==> src/rtl/sc_gamectrl_pkg.sv <==
// Shared definitions for the Frogger game controller: state encoding and debug bus width.
package sc_gamectrl_pkg;

  localparam int STATE_W = 4;

  typedef enum logic [STATE_W-1:0] {
    ST_IDLE      = 4'd0,
    ST_START     = 4'd1,
    ST_PLAY      = 4'd2,
    ST_LOSELIFE  = 4'd3,
    ST_HOUSE     = 4'd4,
    ST_NEXTLEVEL = 4'd5,
    ST_WAIT      = 4'd6,
    ST_LOSEGAME  = 4'd7,
    ST_WINGAME   = 4'd8
  } state_e;

endpackage

==> src/rtl/sc_counter_transition.sv <==
// Loadable down-counter with a zero flag; times the post-death and level-change freeze.
module sc_counter_transition #(
  parameter int WIDTH = 8
) (
  input  logic             i_clock,
  input  logic             i_resetN,
  input  logic             i_load,
  input  logic [WIDTH-1:0] i_loadValue,
  input  logic             i_dec,
  output logic             o_zero
);

  logic [WIDTH-1:0] r_count;

  // Load has priority over decrement; the count parks at zero instead of wrapping.
  always_ff @(posedge i_clock or negedge i_resetN) begin
    if (!i_resetN) begin
      r_count <= '0;
    end else if (i_load) begin
      r_count <= i_loadValue;
    end else if (i_dec && (r_count != '0)) begin
      r_count <= r_count - 1'b1;
    end
  end

  assign o_zero = (r_count == '0);

endmodule

==> src/rtl/sc_statemachine_gamectrl.sv <==
// Frogger game controller: sequences start/play/death/house/level/win/lose and owns
// the lives, level and house-occupancy counters plus the freeze timer.
module sc_statemachine_gamectrl
  import sc_gamectrl_pkg::*;
#(
  parameter  int LIVES       = 3,
  parameter  int LEVELS      = 4,
  parameter  int HOUSES      = 4,
  parameter  int WAIT_CYCLES = 25_000_000,
  localparam int LIFE_W      = $clog2(LIVES + 1),
  localparam int LEVEL_W     = (LEVELS > 1) ? $clog2(LEVELS) : 1,
  localparam int HOUSE_W     = $clog2(HOUSES)
) (
  input  logic               SC_STATEMACHINEGAMECTRL_CLOCK_50,
  input  logic               SC_STATEMACHINEGAMECTRL_RESET_InLow,
  input  logic               SC_STATEMACHINEGAMECTRL_startButton_InLow,
  input  logic               SC_STATEMACHINEGAMECTRL_Collision_InLow,
  input  logic               SC_STATEMACHINEGAMECTRL_HouseReached_InLow,
  input  logic [HOUSE_W-1:0] SC_STATEMACHINEGAMECTRL_HouseIndex_InBUS,
  output logic [LIFE_W-1:0]  SC_STATEMACHINEGAMECTRL_Lives_OutBUS,
  output logic [LEVEL_W-1:0] SC_STATEMACHINEGAMECTRL_Level_OutBUS,
  output logic [HOUSES-1:0]  SC_STATEMACHINEGAMECTRL_Houses_OutBUS,
  output logic               SC_STATEMACHINEGAMECTRL_ClearFrog_OutLow,
  output logic               SC_STATEMACHINEGAMECTRL_LoadLevel_OutLow,
  output logic               SC_STATEMACHINEGAMECTRL_Run_OutLow,
  output logic               SC_STATEMACHINEGAMECTRL_Win_OutHigh,
  output logic               SC_STATEMACHINEGAMECTRL_Lose_OutHigh,
  output logic [STATE_W-1:0] SC_STATEMACHINEGAMECTRL_State_OutBUS
);

  localparam int                   TIMER_W     = $clog2(WAIT_CYCLES);
  localparam int                   SEL_W       = 2 ** HOUSE_W;
  localparam logic [TIMER_W-1:0]   TIMER_LOAD  = TIMER_W'(WAIT_CYCLES - 1);
  localparam logic [LIFE_W-1:0]    LIVES_INIT  = LIFE_W'(LIVES);
  localparam logic [LEVEL_W-1:0]   LEVEL_LAST  = LEVEL_W'(LEVELS - 1);
  localparam logic [HOUSES-1:0]    HOUSES_FULL = '1;

  state_e              r_state;
  state_e              w_stateNext;
  logic                r_btnPrev;
  logic [LIFE_W-1:0]   r_lives;
  logic [LEVEL_W-1:0]  r_level;
  logic [HOUSES-1:0]   r_houses;
  logic [HOUSES-1:0]   r_pendSel;
  logic [HOUSES-1:0]   w_housesNext;
  logic [SEL_W-1:0]    w_sel;
  logic                w_startEvt;
  logic                w_idxValid;
  logic                w_doubleFill;
  logic                w_timerLoad;
  logic                w_timerDec;
  logic                w_timerZero;

  assign w_startEvt   = !SC_STATEMACHINEGAMECTRL_startButton_InLow && r_btnPrev;
  assign w_idxValid   = |w_sel[HOUSES-1:0];
  assign w_doubleFill = |(w_sel[HOUSES-1:0] & r_houses);
  assign w_housesNext = r_houses | r_pendSel;
  assign w_timerLoad  = (r_state != ST_WAIT) && (w_stateNext == ST_WAIT);
  assign w_timerDec   = (r_state == ST_WAIT);

  // One-hot decode of the house index; an out-of-range index decodes outside the bitmap.
  always_comb begin
    w_sel = '0;
    w_sel[SC_STATEMACHINEGAMECTRL_HouseIndex_InBUS] = 1'b1;
  end

  sc_counter_transition #(
    .WIDTH(TIMER_W)
  ) u_freezeTimer (
    .i_clock    (SC_STATEMACHINEGAMECTRL_CLOCK_50),
    .i_resetN   (SC_STATEMACHINEGAMECTRL_RESET_InLow),
    .i_load     (w_timerLoad),
    .i_loadValue(TIMER_LOAD),
    .i_dec      (w_timerDec),
    .o_zero     (w_timerZero)
  );

  // State register.
  always_ff @(posedge SC_STATEMACHINEGAMECTRL_CLOCK_50 or negedge SC_STATEMACHINEGAMECTRL_RESET_InLow) begin
    if (!SC_STATEMACHINEGAMECTRL_RESET_InLow) begin
      r_state <= ST_IDLE;
    end else begin
      r_state <= w_stateNext;
    end
  end

  // Next-state selection with collision taking priority over any house strobe.
  always_comb begin
    w_stateNext = r_state;
    case (r_state)
      ST_IDLE, ST_LOSEGAME, ST_WINGAME: begin
        if (w_startEvt) w_stateNext = ST_START;
      end
      ST_START: w_stateNext = ST_PLAY;
      ST_PLAY: begin
        if (!SC_STATEMACHINEGAMECTRL_Collision_InLow) begin
          w_stateNext = ST_LOSELIFE;
        end else if (!SC_STATEMACHINEGAMECTRL_HouseReached_InLow) begin
          if (!w_idxValid || w_doubleFill) w_stateNext = ST_LOSELIFE;
          else                             w_stateNext = ST_HOUSE;
        end
      end
      ST_LOSELIFE:  w_stateNext = (r_lives <= LIFE_W'(1)) ? ST_LOSEGAME : ST_WAIT;
      ST_HOUSE:     w_stateNext = (w_housesNext == HOUSES_FULL) ? ST_NEXTLEVEL : ST_PLAY;
      ST_NEXTLEVEL: w_stateNext = (r_level == LEVEL_LAST) ? ST_WINGAME : ST_WAIT;
      ST_WAIT: begin
        if (w_timerZero) w_stateNext = ST_PLAY;
      end
      default:      w_stateNext = ST_IDLE;
    endcase
  end

  // Moore output decode; strobes are active-low.
  always_comb begin
    SC_STATEMACHINEGAMECTRL_ClearFrog_OutLow = 1'b1;
    SC_STATEMACHINEGAMECTRL_LoadLevel_OutLow = 1'b1;
    SC_STATEMACHINEGAMECTRL_Run_OutLow       = 1'b1;
    SC_STATEMACHINEGAMECTRL_Win_OutHigh      = 1'b0;
    SC_STATEMACHINEGAMECTRL_Lose_OutHigh     = 1'b0;
    case (r_state)
      ST_START: begin
        SC_STATEMACHINEGAMECTRL_ClearFrog_OutLow = 1'b0;
        SC_STATEMACHINEGAMECTRL_LoadLevel_OutLow = 1'b0;
      end
      ST_PLAY:      SC_STATEMACHINEGAMECTRL_Run_OutLow       = 1'b0;
      ST_LOSELIFE:  SC_STATEMACHINEGAMECTRL_ClearFrog_OutLow = 1'b0;
      ST_HOUSE:     SC_STATEMACHINEGAMECTRL_ClearFrog_OutLow = 1'b0;
      ST_NEXTLEVEL: SC_STATEMACHINEGAMECTRL_LoadLevel_OutLow = (r_level == LEVEL_LAST);
      ST_LOSEGAME:  SC_STATEMACHINEGAMECTRL_Lose_OutHigh     = 1'b1;
      ST_WINGAME:   SC_STATEMACHINEGAMECTRL_Win_OutHigh      = 1'b1;
      default: ;
    endcase
  end

  // Button edge sampling and the game counters; each action state commits on its exit edge.
  always_ff @(posedge SC_STATEMACHINEGAMECTRL_CLOCK_50 or negedge SC_STATEMACHINEGAMECTRL_RESET_InLow) begin
    if (!SC_STATEMACHINEGAMECTRL_RESET_InLow) begin
      r_btnPrev <= 1'b1;
      r_lives   <= LIVES_INIT;
      r_level   <= '0;
      r_houses  <= '0;
      r_pendSel <= '0;
    end else begin
      r_btnPrev <= SC_STATEMACHINEGAMECTRL_startButton_InLow;
      case (r_state)
        ST_IDLE, ST_LOSEGAME, ST_WINGAME: begin
          if (w_startEvt) begin
            r_lives  <= LIVES_INIT;
            r_level  <= '0;
            r_houses <= '0;
          end
        end
        ST_PLAY:     r_pendSel <= w_sel[HOUSES-1:0];
        ST_LOSELIFE: begin
          if (r_lives != '0) r_lives <= r_lives - 1'b1;
        end
        ST_HOUSE:    r_houses <= w_housesNext;
        ST_NEXTLEVEL: begin
          r_houses <= '0;
          if (r_level != LEVEL_LAST) r_level <= r_level + 1'b1;
        end
        default: ;
      endcase
    end
  end

  assign SC_STATEMACHINEGAMECTRL_Lives_OutBUS  = r_lives;
  assign SC_STATEMACHINEGAMECTRL_Level_OutBUS  = r_level;
  assign SC_STATEMACHINEGAMECTRL_Houses_OutBUS = r_houses;
  assign SC_STATEMACHINEGAMECTRL_State_OutBUS  = r_state;

endmodule

==> config.mk <==
export PLATFORM = sky130hd
export DESIGN_NAME = sc_statemachine_gamectrl
export DESIGN_NICKNAME = d
export VERILOG_FILES = /design/src/rtl/sc_gamectrl_pkg.sv /design/src/rtl/sc_counter_transition.sv /design/src/rtl/sc_statemachine_gamectrl.sv
export SDC_FILE = /design/constraint.sdc
export NUM_CORES = 1
export LEC_CHECK = 0
export CORE_MARGIN = 5
export CORE_UTILIZATION = 39
export CTS_CLUSTER_DIAMETER = 200
export DETAILED_ROUTE_END_ITERATION = 8
export PLACE_DENSITY = 0.7
export SYNTH_ARGS = -nofsm -noshare
export SYNTH_HDL_FRONTEND = slang
export SYNTH_SLANG_ARGS = --single-unit
export TNS_END_PERCENT = 100
==> constraint.sdc <==
create_clock -name SC_STATEMACHINEGAMECTRL_CLOCK_50 -period 3.2 [get_ports SC_STATEMACHINEGAMECTRL_CLOCK_50]
set_input_delay 0.48 -clock SC_STATEMACHINEGAMECTRL_CLOCK_50 [delete_from_list [all_inputs] [get_ports SC_STATEMACHINEGAMECTRL_CLOCK_50]]
set_output_delay 0.48 -clock SC_STATEMACHINEGAMECTRL_CLOCK_50 [all_outputs]
set_load 0.05 [all_outputs]
== Yosys cells after proc, flatten, opt, wreduce, memory -nomap -nowiden ==
Cells that the tools add are included.
Word-level totals
  register bits: 42
  input port bits: 7
  output and inout port bits: 17
  logic and storage cells: 79
Operators by class
  add/subtract/negate cells: 3
  order comparisons: 3
  eq/ne operators: 16
  muxes and demuxes: 26
  bitwise logic cells: 2
  reduce and logical (&&, ||, !) cells: 22
Operators with widths (count)
  2-to-1 mux 25 bit: 2
  one-hot mux 4 bit (7 select lines): 1
  logical NOT 25 bit: 1
  nonzero test 25 bit: 1
  subtractor 25 x 1 -> 25 bit (second input constant): 1
  2-to-1 mux 4 bit: 6
  == test 4 x 3 -> 1 bit (second input constant): 5
  one-hot mux 4 bit (3 select lines): 1
  == test 4 x 2 -> 1 bit (second input constant): 2
  == test 4 bit (second input constant): 2
  2-to-1 mux 2 bit: 4
  != test 2 bit (second input constant): 4
  one-hot mux 2 bit (2 select lines): 2
  nonzero test 2 bit: 4
  OR reduction 4 bit: 2
  2-to-1 mux 1 bit: 6
  2-to-1 mux 3 bit: 2
  AND reduction 3 bit: 2
  OR reduction 3 bit: 2
  bitwise AND 4 bit: 1
  == test 4 x 1 -> 1 bit (second input constant): 1
  logical AND 1 bit: 4
  logical NOT 4 bit: 1
  != test 4 x 3 -> 1 bit (second input constant): 1
  13 further kinds: 14

== Longest topological paths before layout ==
Gate-level depths: netlist (run 1).
  depth after elaboration: 14
  depth in mapped cells: 8
  depth with buffers taken out: 7

== Hierarchy ==
From an unflattened synthesis (run 1), not the netlist that was laid out.
Unflattened totals
  cell total of the unflattened synthesis: 276
  area total of the unflattened synthesis: 2577.5 um2
Modules (own cells, without submodules)
  sc_counter_transition: instances 1, cells each 162, area an instance 1555.2 um2, seq. area each 625.6 um2
  sc_statemachine_gamectrl: instances 1, cells each 114, area an instance 1022.2 um2, seq. area each 429.2 um2

== Least setup slack after synthesis (run 1) ==
Ideal clock, no wire load.
  path kind: reg2reg
  start: register r_state[1] (netlist: SC_STATEMACHINEGAMECTRL_State_OutBUS[1])
  end: register u_freezeTimer.r_count[0]
  setup time: 68 ps
  arrival time: 2369 ps
  data required time: 3132 ps
  slack: 764 ps
  stages on the path, launching flop included: 9
  buffers on the path: 2
  clock period less this slack: 2436 ps
  cell sequence: dfrtp_1 clkbuf_1 nand4b_1 inv_2 a221oi_1 o311a_1 a211o_1 clkbuf_1 nand2_1
On the way
  longest elaborated chain between the ends: 6
  elaborated cells between the ends (all ways): 21
  those cells by class: 10 x eq/ne; 6 x mux; 5 x reduce/logical
RTL lines
  start: declaration: RTL line sc_statemachine_gamectrl.sv:38  | state_e r_state;
  start signal: assignment: RTL line sc_statemachine_gamectrl.sv:83  | r_state <= w_stateNext;
  == test 4 x 3 -> 1 bit, or another cell as far along: RTL line sc_statemachine_gamectrl.sv:90  | case (r_state)
  OR reduction 3 bit / 2-to-1 mux 4 bit (equally long branches): RTL line sc_statemachine_gamectrl.sv:90, sc_statemachine_gamectrl.sv:96
  one-hot mux 4 bit (7 select lines): RTL line sc_statemachine_gamectrl.sv:90
  == test 4 x 3 -> 1 bit: RTL line sc_statemachine_gamectrl.sv:58  | assign w_timerLoad = (r_state != ST_WAIT) && (w_stateNext == ST_WAIT);
  logical AND 1 bit: RTL line sc_statemachine_gamectrl.sv:58
  2-to-1 mux 25 bit / nonzero test 2 bit (equally long branches)
  end signal: assignment: RTL line sc_counter_transition.sv:20  | r_count <= i_loadValue;
  end signal: assignment: RTL line sc_counter_transition.sv:22  | r_count <= r_count - 1'b1;
  end: declaration: RTL line sc_counter_transition.sv:13  | logic [WIDTH-1:0] r_count;
Parallel ways exist; a longest one is shown, timed or not.
A chain may end at the register's enable or synchronous reset.

== Final worst setup path (run 1) ==
  start: register r_state[2] (netlist: SC_STATEMACHINEGAMECTRL_State_OutBUS[2])
  end: output port SC_STATEMACHINEGAMECTRL_Run_OutLow
On the way
  longest elaborated chain between the ends: 2
RTL lines
  == test 4 x 2 -> 1 bit: RTL line sc_statemachine_gamectrl.sv:120  | case (r_state)
  2-to-1 mux 1 bit: RTL line sc_statemachine_gamectrl.sv:120
  end: declaration: RTL line sc_statemachine_gamectrl.sv:25  | output logic SC_STATEMACHINEGAMECTRL_Run_OutLow,
Every way passes these cells.

==> metrics.txt, run 1 <==
crit path launch=SC_STATEMACHINEGAMECTRL_State_OutBUS[2]$_DFF_PN0_; GRT Residual Overflow=0; post-synthesis sequential area ratio=0.4321; worst vdd ir=0.5158 mV; die height=89.12 µm; Area contributors post-synth=dfrtp_1, nand2_1, xor2_1; CTS tree=built; Worst setup SP type=register; CP arrival=2270 ps; most frequent cells in the layout=dfrtp_1, nand2_1, clkdlybuf4s50_1, nor2_1; Final min period=2752 ps; Reg clk slew, reported paths=80 ps; Clock Tree Root=clkbuf_8; pins over their slew limit=0; vias per inst=5.654; routed wire length=5038 µm; initial antenna violation count=0; TritonCTS Buffers=5; vias in the first global route=1906; crit end category=output port; fraction of the mapped netlist area in adder cells=0.02050; reg-to-reg startpoint=SC_STATEMACHINEGAMECTRL_State_OutBUS[2]$_DFF_PN0_; xor/xnor cell area share of the yosys netlist=0.05023; clk buf depth=2; Buf/Inv on CP=2; Sink Count=42; EDFF count, synth=0; RSZ-0062 raised after global routing=false; violation count after the first detailed-routing iteration=63; YS warnings=0; cts repair resizes=0; Setup TNS=0 ps; area growth from synthesis to layout=16.15%; Starting Density=0.4075; Final Setup Violations=0; total core area=5991 µm²; die area=7941 µm²; PwrDens=839.9 nW/µm²; Syn Area/Cell=9.498 µm²; antenna-violating nets left=0; mux share of post-synthesis cell area=0.01640; Post-Syn Area=2441 µm²; most common cell after layout, fill and taps aside=dfrtp_1; most area-hungry cell type in the Yosys netlist=dfrtp_1; Diodes inserted=0; CP top delay family=buffers and inverters; Slowest cell on crit path=clkdlybuf4s50_1; Fillers=566; Total Nets Final=291; R2R Path End=u_freezeTimer.r_count[1]$_DFFE_PN0P_; placed cell area=2740 µm²; Hold Path Class=input port to async pin; gr usage total=0.1354; crit path max fanout=17; Data required, critical path=2720 ps; CP Class=register to output port; fmax=0.3633 GHz; slew margin rel.=0.3808; Simple-Gate Fraction of Synth Area=0.2696; CTS H-tree depth=2; Worst Reg-to-Reg Cells=5; Final Cell Area=2835 µm²; Cell variety after synth=58; pre-CTS setup slack=515.5 ps; WL per Instance=14.15 µm; post-synth top area share=0.3998; Static Leakage=1.090 nW; final cell utilization of the core=0.4733; DPL Wire Length=3562 µm; I/O Buffers=23; ys flop type=dfrtp_1; TritonRoute pass-1 iters=5; max_cap viols=0; status=finished, final reports clean; share of cells above drive strength 1=0.09609; Final period util=0.8601; gpl congestion=0.7920; worst setup margin=447.6 ps; buffer count from post-CTS setup fixing=0; CP cell instances=nor4b_4 -> inv_2 -> clkdlybuf4s50_1; largest net degree at the start of global routing=43; Seq cells post-synth=42; Syn Inst Count=257; Least-Margin Pin Slew=928.7 ps; largest family of logic cells by synthesized area=simple AND/OR/NAND/NOR gates; Clk Latency, worst-skew pair=290 ps; Synth Net Count=268; Final Hold Viols=0; vias=2013; R2R Setup Slk=770 ps; first-pass GRT wire length=8576 µm; Crit path largest cell delay=730 ps; compound-cell area share of the yosys netlist=0.1722; Die Width=89.12 µm; DRC viols=0; Async SR Flop Fraction=1.000; io pins=24; Worst Clk Skew=6.036 ps; Post-CTS Hold Buffers=0; row count=28
-- sequential cells by signal, indices dropped and copies added (netlist names) --
register / flops
SC_STATEMACHINEGAMECTRL_Level_OutBUS: 2
SC_STATEMACHINEGAMECTRL_Houses_OutBUS: 4
SC_STATEMACHINEGAMECTRL_State_OutBUS: 4
r_pendSel: 4
SC_STATEMACHINEGAMECTRL_Lives_OutBUS: 2
r_btnPrev: 1
u_freezeTimer.r_count: 25
-- routing by layer --
layer	GRT usage	part of all wire	wire, µm	up-vias
met4	0.05007	0.017	87	0
met2	0.2257	0.46	2302	49
li1	-	-	-	993
met1	0.1745	0.46	2332	962
met3	0.02581	0.063	316	9
met5	0	0	0	-
-- through the flow --
step / instances / hold WS [ps] / total power [mW]
final: 356 / 323.0 / 2.381
after global routing: 356 / 406.3 / 2.553
after CTS: 356 / 349.3 / 2.406
after detailed placement: 348 / 492.1 / 2.038
after global placement: 348 / 479.5 / 2.017
after floorplan: 257 / 184.4 / 1.688
-- power by group --
part,switching [mW],internal [mW]
clock,0.184,0.173
sequential,0.209,0.696
combinational,0.693,0.426
-- worst max path at each step --
stage	end	slack (ps)	cells after the start
after floorplan	u_freezeTimer.r_count[0]$_DFFE_PN0P_	760	8
after global placement	u_freezeTimer.r_count[1]$_DFFE_PN0P_	550	6
after detailed placement	u_freezeTimer.r_count[1]$_DFFE_PN0P_	520	6
after CTS	SC_STATEMACHINEGAMECTRL_Run_OutLow	440	3
after global routing	SC_STATEMACHINEGAMECTRL_Lose_OutHigh	320	3
final	SC_STATEMACHINEGAMECTRL_Run_OutLow	450	3
-- cell type report --
cell class,count,area [µm²],area share
repair buffers,27,255.2,0.09003
inverters,12,45.04,0.01589
clock inverters,2,12.51,0.004413
well taps,75,93.84,0.03310
clock buffers,6,82.58,0.02913
multi-input cells,192,1291,0.4554
flip-flops and latches,42,1055,0.3720
-- synthesized netlist by cell type (all sizes together), types with 2 or more instances --
| library cell | number |
|---|---|
| a21oi | 12 |
| a221oi | 2 |
| a22o | 4 |
| and2 | 2 |
| buf | 2 |
| clkbuf | 9 |
| dfrtp | 39 |
| dfstp | 3 |
| ha | 4 |
| inv | 12 |
| mux2i | 4 |
| nand2 | 28 |
| nand2b | 6 |
| nand3 | 12 |
| nand3b | 3 |
| nand4 | 2 |
| nand4b | 3 |
| nor2 | 17 |
| nor3 | 9 |
| nor4 | 6 |
| nor4b | 2 |
| nor4bb | 2 |
| o211ai | 4 |
| o21ai | 11 |
| o22a | 3 |
| o311ai | 2 |
| o31ai | 5 |
| or2 | 3 |
| or3 | 7 |
| or4 | 7 |
| xnor2 | 4 |
| xor2 | 10 |
-- logic make-up after synthesis --
group                    count (synthesis)
AO/OA/AOI/OAI                           58
XOR/XNOR                                14
adder cells (fa/ha/maj)                  4
buffers and inverters                   23
flip-flops                              42
multiplexers                             4
AND/OR/NAND/NOR                        112
No activity file was read; power rests on OpenSTA's default activity.
==> run 2: changes to the inputs <==
Settings changed: CORE_ASPECT_RATIO from default to 0.75.
==> run 2 against run 1 <==
Global-route usage rose by 1.1 points. Power up 0.93%. Register-to-register slack improved by 70 ps. Sequential power is 0.9% higher. Worst setup slack better by 13 ps. Critical path depth unchanged. Via count is essentially flat. Final cell count rose by 2.0%. First-iteration DRC count is 100% higher. Combinational power is essentially flat. Sequential share of layout area fell by 0.15 points. Largest power group unchanged.
==> metrics.txt, run 2 (synthesized netlist as in run 1, its figures left out) <==
die area=7958 µm² (+0.21%); Post-CTS Hold Buffers=0 (unchanged); cts repair resizes=0 (unchanged); Fillers=578 (+2.1%); antenna-violating nets left=0 (unchanged); Comb power frac=0.473 (+0.003); Hold Path Class=input port to async pin; clock power share=0.147 (-0.003); WL per Instance=14.80 µm (+4.6%); largest reg by FF count=u_freezeTimer.r_count; pins over their slew limit=0 (unchanged); Die Width=101.4 µm (+14%); CP Class=register to output port; TritonRoute pass-1 iters=4 (-1); I/O Buffers=23 (unchanged); Final Hold Viols=0 (unchanged); Reg power frac=0.379 (about the same); max_cap viols=0 (unchanged); Final Setup Violations=0 (unchanged); DRC viols=0 (unchanged); Setup TNS=0 ps (unchanged); clk buf depth=2 (unchanged); Worst Reg-to-Reg Cells=4 (-1); GRT Residual Overflow=0 (unchanged); P_int=1.306 mW (+0.81%); placed insts=355 (+2.0%); first-pass GRT wire length=9549 µm (+11%); Total Nets Final=292 (+0.34%); reg-to-reg startpoint=SC_STATEMACHINEGAMECTRL_State_OutBUS[2]$_DFF_PN0_; Static Leakage=1.097 nW (+0.56%); final std cells w/o fill=363 (+2.0%); Reg clk slew, reported paths=80 ps (about the same); largest net degree at the start of global routing=43 (unchanged); Clk Latency, worst-skew pair=290 ps (about the same); Switch Pwr=1.097 mW (+1.1%); fmax=0.3651 GHz (+0.49%); gpl congestion=0.8030 (+1.4%); PwrDens=844.3 nW/µm² (+0.53%); Clock Tree Root=clkbuf_8; TritonCTS Buffers=5 (unchanged); violation count after the first detailed-routing iteration=126 (+100%); area growth from synthesis to layout=16.61%; initial antenna violation count=0 (unchanged); RSZ-0062 raised after global routing=false; Final Cell Area=2846 µm² (+0.40%); Sink Count=42 (unchanged); vias per inst=5.548 (-1.9%); Largest register FFs=25 (unchanged); crit end category=output port; Final min period=2739 ps (-13.46 ps); Data required, critical path=2720 ps (about the same); placed cell area=2755 µm² (+0.55%); total core area=6193 µm² (+3.4%); Sw Ratio=0.4567 (+0.0006283); most common cell after layout, fill and taps aside=dfrtp_1; status=finished, final reports clean; Starting Density=0.3941 (-0.01334); slew margin rel.=0.3803 (-0.0005480); crit path max fanout=17 (unchanged); Least-Margin Pin Slew=929.6 ps (+0.8221 ps); worst vdd ir=0.4001 mV (-22%); vias in the first global route=1874 (-1.7%); io pins=24 (unchanged); Worst setup SP type=register; row count=25 (-11%); CTS tree=built; vias=2014 (+0.050%); R2R Path End=u_freezeTimer.r_count[1]$_DFFE_PN0P_; share of cells above drive strength 1=0.09574 (-0.0003407); Worst Clk Skew=5.612 ps (-0.4246 ps); R2R Setup Slk=840 ps (+70 ps); DPL Wire Length=3853 µm (+8.2%); Diodes inserted=0 (unchanged); gr usage total=0.1465 (+0.01102); most frequent cells in the layout=dfrtp_1, nand2_1, clkdlybuf4s50_1, nor2_1; CP arrival=2260 ps (about the same); buffer count from post-CTS setup fixing=0 (unchanged); CTS H-tree depth=2 (unchanged); die height=78.52 µm (-12%); Final period util=0.8559 (-0.004207); routed wire length=5373 µm (+6.6%)
## run 2: worst max-delay path by stage
| stage | start | endpoint | slack [ps] | cells past startpoint |
|---|---|---|---|---|
| after detailed placement | SC_STATEMACHINEGAMECTRL_HouseIndex_InBUS[1] | u_freezeTimer.r_count[1]$_DFFE_PN0P_ | 460 | 6 |
| after CTS | SC_STATEMACHINEGAMECTRL_State_OutBUS[2]$_DFF_PN0_ | SC_STATEMACHINEGAMECTRL_Lose_OutHigh | 460 | 3 |
| after global placement | SC_STATEMACHINEGAMECTRL_HouseIndex_InBUS[1] | u_freezeTimer.r_count[1]$_DFFE_PN0P_ | 530 | 6 |
| after floorplan | SC_STATEMACHINEGAMECTRL_State_OutBUS[1]$_DFF_PN0_ | u_freezeTimer.r_count[0]$_DFFE_PN0P_ | 760 | 8 |
| after global routing | SC_STATEMACHINEGAMECTRL_State_OutBUS[2]$_DFF_PN0_ | SC_STATEMACHINEGAMECTRL_Lose_OutHigh | 320 | 3 |
| final | SC_STATEMACHINEGAMECTRL_State_OutBUS[2]$_DFF_PN0_ | SC_STATEMACHINEGAMECTRL_Lose_OutHigh | 460 | 3 |
## run 2: through the flow
stage / utilization / total power, mW / hold WS, ps / setup slack [ps]
floorplan: - / 1.688 / 184.4 / 763.6
global placement: 0.4448 / 2.031 / 486.5 / 531.8
detailed placement: 0.4448 / 2.061 / 489.2 / 461.6
CTS: 0.4596 / 2.419 / 358.2 / 457.7
global route: 0.4596 / 2.565 / 409.9 / 316.1
finish: 0.4596 / 2.403 / 322.3 / 461.1
## run 2: power by group through the flow
| stage | Clock, mW | Sequential [mW] | Combinational, mW |
|---|---|---|---|
| floorplan | 0 | 1.03 | 0.654 |
| global placement | 0 | 0.910 | 1.12 |
| detailed placement | 0 | 0.919 | 1.14 |
| CTS | 0.364 | 0.910 | 1.15 |
| global route | 0.388 | 0.947 | 1.23 |
| finish | 0.354 | 0.912 | 1.14 |
## run 2: layer usage
layer	GRT usage	vias to the layer above	routed length, µm
li1	-	1000	-
met3	0.03286	2	229
met4	0.03586	0	30
met2	0.2148	39	2365
met5	0	-	0
met1	0.2168	973	2748
## run 2: layout make-up
type,instances,area (µm²),share of cell area
multi-input combinational,192,1291,0.4536
timing repair buffer,28,262.8,0.09231
tap,81,101.3,0.03560
clock inverter,1,5.005,0.001758
sequential,42,1055,0.3705
clock buffer,7,86.33,0.03033
inverter,12,45.04,0.01582
## run 2: worst max-delay path, cell delays in order, from the launching register on
cell	delay, ps
dfrtp_1	690
nand4b_1	300
inv_2	160
clkdlybuf4s50_1	820
==> RTL change 1: new RTL, settings of run 1 <==
Make the reset (`SC_STATEMACHINEGAMECTRL_RESET_InLow` and `i_resetN`) synchronous in 3 clocked blocks.
--- a/src/rtl/sc_counter_transition.sv
+++ b/src/rtl/sc_counter_transition.sv
@@ -14,5 +14,5 @@
 
   // Load has priority over decrement; the count parks at zero instead of wrapping.
-  always_ff @(posedge i_clock or negedge i_resetN) begin
+  always_ff @(posedge i_clock) begin
     if (!i_resetN) begin
       r_count <= '0;
--- a/src/rtl/sc_statemachine_gamectrl.sv
+++ b/src/rtl/sc_statemachine_gamectrl.sv
@@ -77,5 +77,5 @@
 
   // State register.
-  always_ff @(posedge SC_STATEMACHINEGAMECTRL_CLOCK_50 or negedge SC_STATEMACHINEGAMECTRL_RESET_InLow) begin
+  always_ff @(posedge SC_STATEMACHINEGAMECTRL_CLOCK_50) begin
     if (!SC_STATEMACHINEGAMECTRL_RESET_InLow) begin
       r_state <= ST_IDLE;
@@ -134,5 +134,5 @@
 
   // Button edge sampling and the game counters; each action state commits on its exit edge.
-  always_ff @(posedge SC_STATEMACHINEGAMECTRL_CLOCK_50 or negedge SC_STATEMACHINEGAMECTRL_RESET_InLow) begin
+  always_ff @(posedge SC_STATEMACHINEGAMECTRL_CLOCK_50) begin
     if (!SC_STATEMACHINEGAMECTRL_RESET_InLow) begin
       r_btnPrev <= 1'b1;
Behaviour: differs if SC_STATEMACHINEGAMECTRL_RESET_InLow is asserted again (counterexample within 4 cycles, from zero or initial values and one cycle with SC_STATEMACHINEGAMECTRL_RESET_InLow low); with SC_STATEMACHINEGAMECTRL_RESET_InLow held inactive, the same outputs for 10 cycles.
==> RTL change 1 against run 1 <==
Die area is 6.4% lower. Routed wire length is 5.1% lower. Final area down 7.3%. Critical path depth up 1. Sequential cell count unchanged. Worst hold slack improved by 0.17 ns. Area after synthesis down 7.2%. Non-clock buffer count fell by 2. Worst setup slack worse by 0.092 ns. Final cell count increased by 0.28%. First-iteration DRC count decreased by 4.8%. Critical path type unchanged. Largest cell class unchanged.
Power is not compared: it rests on default switching activity, and its combinational part moved more than twofold at a synthesized area within 25%.
==> RTL change 1: results <==
group,metric,value,unit
run_status,status,"completed",
layout,bufAreaShareNonClock,9.33,%
global_routing,grt_usage,13.4,%
global_routing,grt_pass1_wl,8.21,mm
place,place_area,2530,um^2
pwr,total_power,1.09,mW
drt,wl,4.78,mm
global_routing,met2_usage,21.2,%
drt,drt-pass1-iter-count,4,
drt,dr_wl_met3,215,um
global_routing,use_met1,17.7,%
sta,worst_slack,0.355,ns
layout,stdcell_area,2630,um^2
yosys,ys_seq_area_share,37.1,%
layout,buffers,25,
place,dp_hpwl,3.43,mm
yosys,syn_area_per_cell,8.55,um^2
yosys,synthArstFlopShare,0,%
yosys,synthAdderAreaFrac,2.21,%
yosys,synthesis.nets,276,
yosys,ys.flop_type,"dfxtp_1",
layout,drive_gt1_share,9.47,%
yosys,synthXorXnorAreaFrac,8.50,%
layout,clk_share,3.57,%
global_routing,use_met3,3.52,%
layout,fillers,544,
layout,seq_cell_count,42,
layout,nClkBuffers,5,
drt,vias_per_cell,5.33,
drt,wl_met2,2.19,mm
drt,drtIter0Drc,60,
yosys,synth_compound_area_share,16.5,%
sta,fin_hold_ws,0.492,ns
global_routing,grt_start_max_net_pins,20,
layout,multi_input_area_share,50.2,%
setup_path,critical_path_arrival,2.36,ns
layout,fin_cells,357,
setup_path,ff2ff_setup_slack,1.03,ns
sta,maxSlewHeadroom,59.2,%
yosys,ys_types,55,
hold_path,hold_path_class,"reg2reg",
place,pre_cts_slack,0.688,ns
layout,nets,295,
setup_path,path_max_fanout,15,
yosys,yosys-top-cells-area,"dfxtp_1 37%, xnor2_1 8.1%, nor2_1 4.5%, o21ai_0 4.0%, nand2_1 3.3%",
layout,nNonClkInverters,10,
place,placed_cells_incl_taps,349,
layout,multi_input_gates,200,
RTL change 1: changes by cell type in the layout (fill, tap and decap cells not counted), moves of 5 or more:
cell     change
o21ai_0     +14
dfrtp_1     -39
xnor2_1     +17
nor3_1       +6
or4_1        -5
nand2_1      -8
nand3_1      -9
dfxtp_1     +42
nor2_1      +10
nor4_1       +7
a22oi_1      +5
or3_1        -5
xor2_1       -9
RTL change 1: final timing paths:
kind / startpoint / end / cells past startpoint
setup / recovery: SC_STATEMACHINEGAMECTRL_State_OutBUS[0]$_SDFF_PN0_ / SC_STATEMACHINEGAMECTRL_Run_OutLow / 4
hold reg to reg: r_pendSel[2]$_SDFFE_PN0P_ / r_pendSel[2]$_SDFFE_PN0P_ / 2
hold / removal: r_pendSel[2]$_SDFFE_PN0P_ / r_pendSel[2]$_SDFFE_PN0P_ / 2
setup reg to reg: SC_STATEMACHINEGAMECTRL_State_OutBUS[2]$_SDFF_PN0_ / u_freezeTimer.r_count[2]$_SDFFE_PN0P_ / 7
==> RTL change 2: new RTL, flow settings as in run 1 <==
Without the edit above. Set the parameter `HOUSES` to 2 (it was 4).
--- a/src/rtl/sc_statemachine_gamectrl.sv
+++ b/src/rtl/sc_statemachine_gamectrl.sv
@@ -6,5 +6,5 @@
   parameter  int LIVES       = 3,
   parameter  int LEVELS      = 4,
-  parameter  int HOUSES      = 4,
+  parameter  int HOUSES      = 2,
   parameter  int WAIT_CYCLES = 25_000_000,
   localparam int LIFE_W      = $clog2(LIVES + 1),
Ports: changed (resized SC_STATEMACHINEGAMECTRL_HouseIndex_InBUS and SC_STATEMACHINEGAMECTRL_Houses_OutBUS); port bits go from 24 to 21. The function was not compared with the original's and may differ.
==> RTL change 2 against run 1 <==
First-iteration DRC count grew 90%. Power shrank 15%. Via count shrank 7.4%. Clock skew grew 0.0085 ns. Sequential share of layout area shrank 0.43 points. Routed wire length shrank 4.4%. Final area shrank 8.4%. Critical endpoint unchanged. Area after synthesis shrank 8.5%. Largest power group unchanged. Worst setup slack gained 0.017 ns. Worst hold slack lost 0.048 ns. Sequential cell count shrank 4. Clock power grew 19%.
==> RTL change 2: results <==
group,metric,value,unit
pwr,vdd_drop_max,0.662,mV
drt,drt-pass1-iter-count,4,
yosys,synth_mux_area_share,3.19,%
global_routing,grt_start_max_net_pins,39,
place,dp_hpwl,3.38,mm
setup_path,critical_path_arrival,2.26,ns
global_routing,grt_usage,14.1,%
place,pre_cts_slack,0.596,ns
run_status,status,"completed",
sta,worst_pin_slew,0.839,ns
layout,nets,265,
place,gp_congestion,0.804,
yosys,ys_types,50,
global_routing,grt_pass1_wl,8.37,mm
sta,clock_skew,0.0145,ns
pwr,p_switching,0.863,mW
yosys,synth_compound_area_share,14.1,%
setup_path,slowest_delay,0.71,ns
yosys,synthAdderAreaFrac,2.24,%
yosys,yosys-top-cells-count,"35 x dfrtp_1, 24 x nand2_1, 16 x nor2_1",
setup_path,path_max_fanout,21,
place,io_buffer_count,20,
setup_path,rr_worst_depth,7,
yosys,synthXorXnorAreaFrac,4.31,%
layout,largest_reg_flops,25,
layout,drive_gt1_share,11.3,%
drt,drtIter0Drc,120,
pwr,p_leak,0.964,nW
yosys,yosys-top-cells-area,"dfrtp_1 39%, nand2_1 4.0%, dfstp_2 3.5%, a21oi_1 3.4%, or3_1 3.1%",
global_routing,grt_pass1_vias,1752,
[RTL change 2: cell types whose count changed after synthesis, moves of 5 or more]
cell / delta
o21ai_0: +5
nand3_1: -6
o21ai_1: -7
xor2_1: -5
[RTL change 2: worst paths after layout]
path / startpoint / endpoint / slack, ns
max in group asynchronous: SC_STATEMACHINEGAMECTRL_RESET_InLow / u_freezeTimer.r_count[10]$_DFFE_PN0P_ / 2.38
hold / removal: SC_STATEMACHINEGAMECTRL_RESET_InLow / u_freezeTimer.r_count[11]$_DFFE_PN0P_ / 0.27
setup / recovery: SC_STATEMACHINEGAMECTRL_State_OutBUS[1]$_DFF_PN0_ / SC_STATEMACHINEGAMECTRL_Run_OutLow / 0.46
setup reg to reg: u_freezeTimer.r_count[0]$_DFFE_PN0P_ / u_freezeTimer.r_count[0]$_DFFE_PN0P_ / 0.56
min in group SC_STATEMACHINEGAMECTRL_CLOCK_50: r_pendSel[1]$_DFFE_PN0P_ / r_pendSel[1]$_DFFE_PN0P_ / 0.53
hold reg to reg: r_pendSel[1]$_DFFE_PN0P_ / r_pendSel[1]$_DFFE_PN0P_ / 0.53
[RTL change 2: cell type report]
cell class              count  area (um^2)
repair buffers             22          210
clock inverters             1         30.0
fillers                   539         2940
clock buffers               7         86.3
flip-flops and latches     38          955
well taps                  72         90.1
multi-input cells         181         1200
inverters                   7         26.3
[RTL change 2: stage by stage]
stage / utilization [%] / area (um^2) / std cells / total power, mW
after floorplan: - / 2230 / 238 / 1.33
after global placement: 44.8 / 2480 / 320 / 1.59
after CTS: 46.9 / 2600 / 328 / 2.03
after global routing: 46.9 / 2600 / 328 / 2.15
final: 46.9 / 2600 / 328 / 2.01
after detailed placement: 44.8 / 2480 / 320 / 1.60
[RTL change 2: cell families after synthesis]
logic type,count (synthesis)
simple gates,112
buf+inv,19
flops,38
mux,7
fa+ha+maj,4
xor+xnor,11
compound gates,47
[RTL change 2: metal layers]
layer	vias to the layer above	global-route usage, %	wire [um]
met5	-	0	0
met4	0	5.04	96
met3	10	3.94	262
met2	46	20.2	2160
met1	903	20.3	2300
li1	906	-	-
[RTL change 2: power groups by stage]
| stage | sequential [mW] | clock (mW) | combinational [mW] |
|---|---|---|---|
| floorplan | 0.807 | 0 | 0.521 |
| global placement | 0.715 | 0 | 0.874 |
| detailed placement | 0.715 | 0 | 0.884 |
| CTS | 0.708 | 0.433 | 0.887 |
| global route | 0.729 | 0.455 | 0.966 |
| finish | 0.709 | 0.426 | 0.879 |
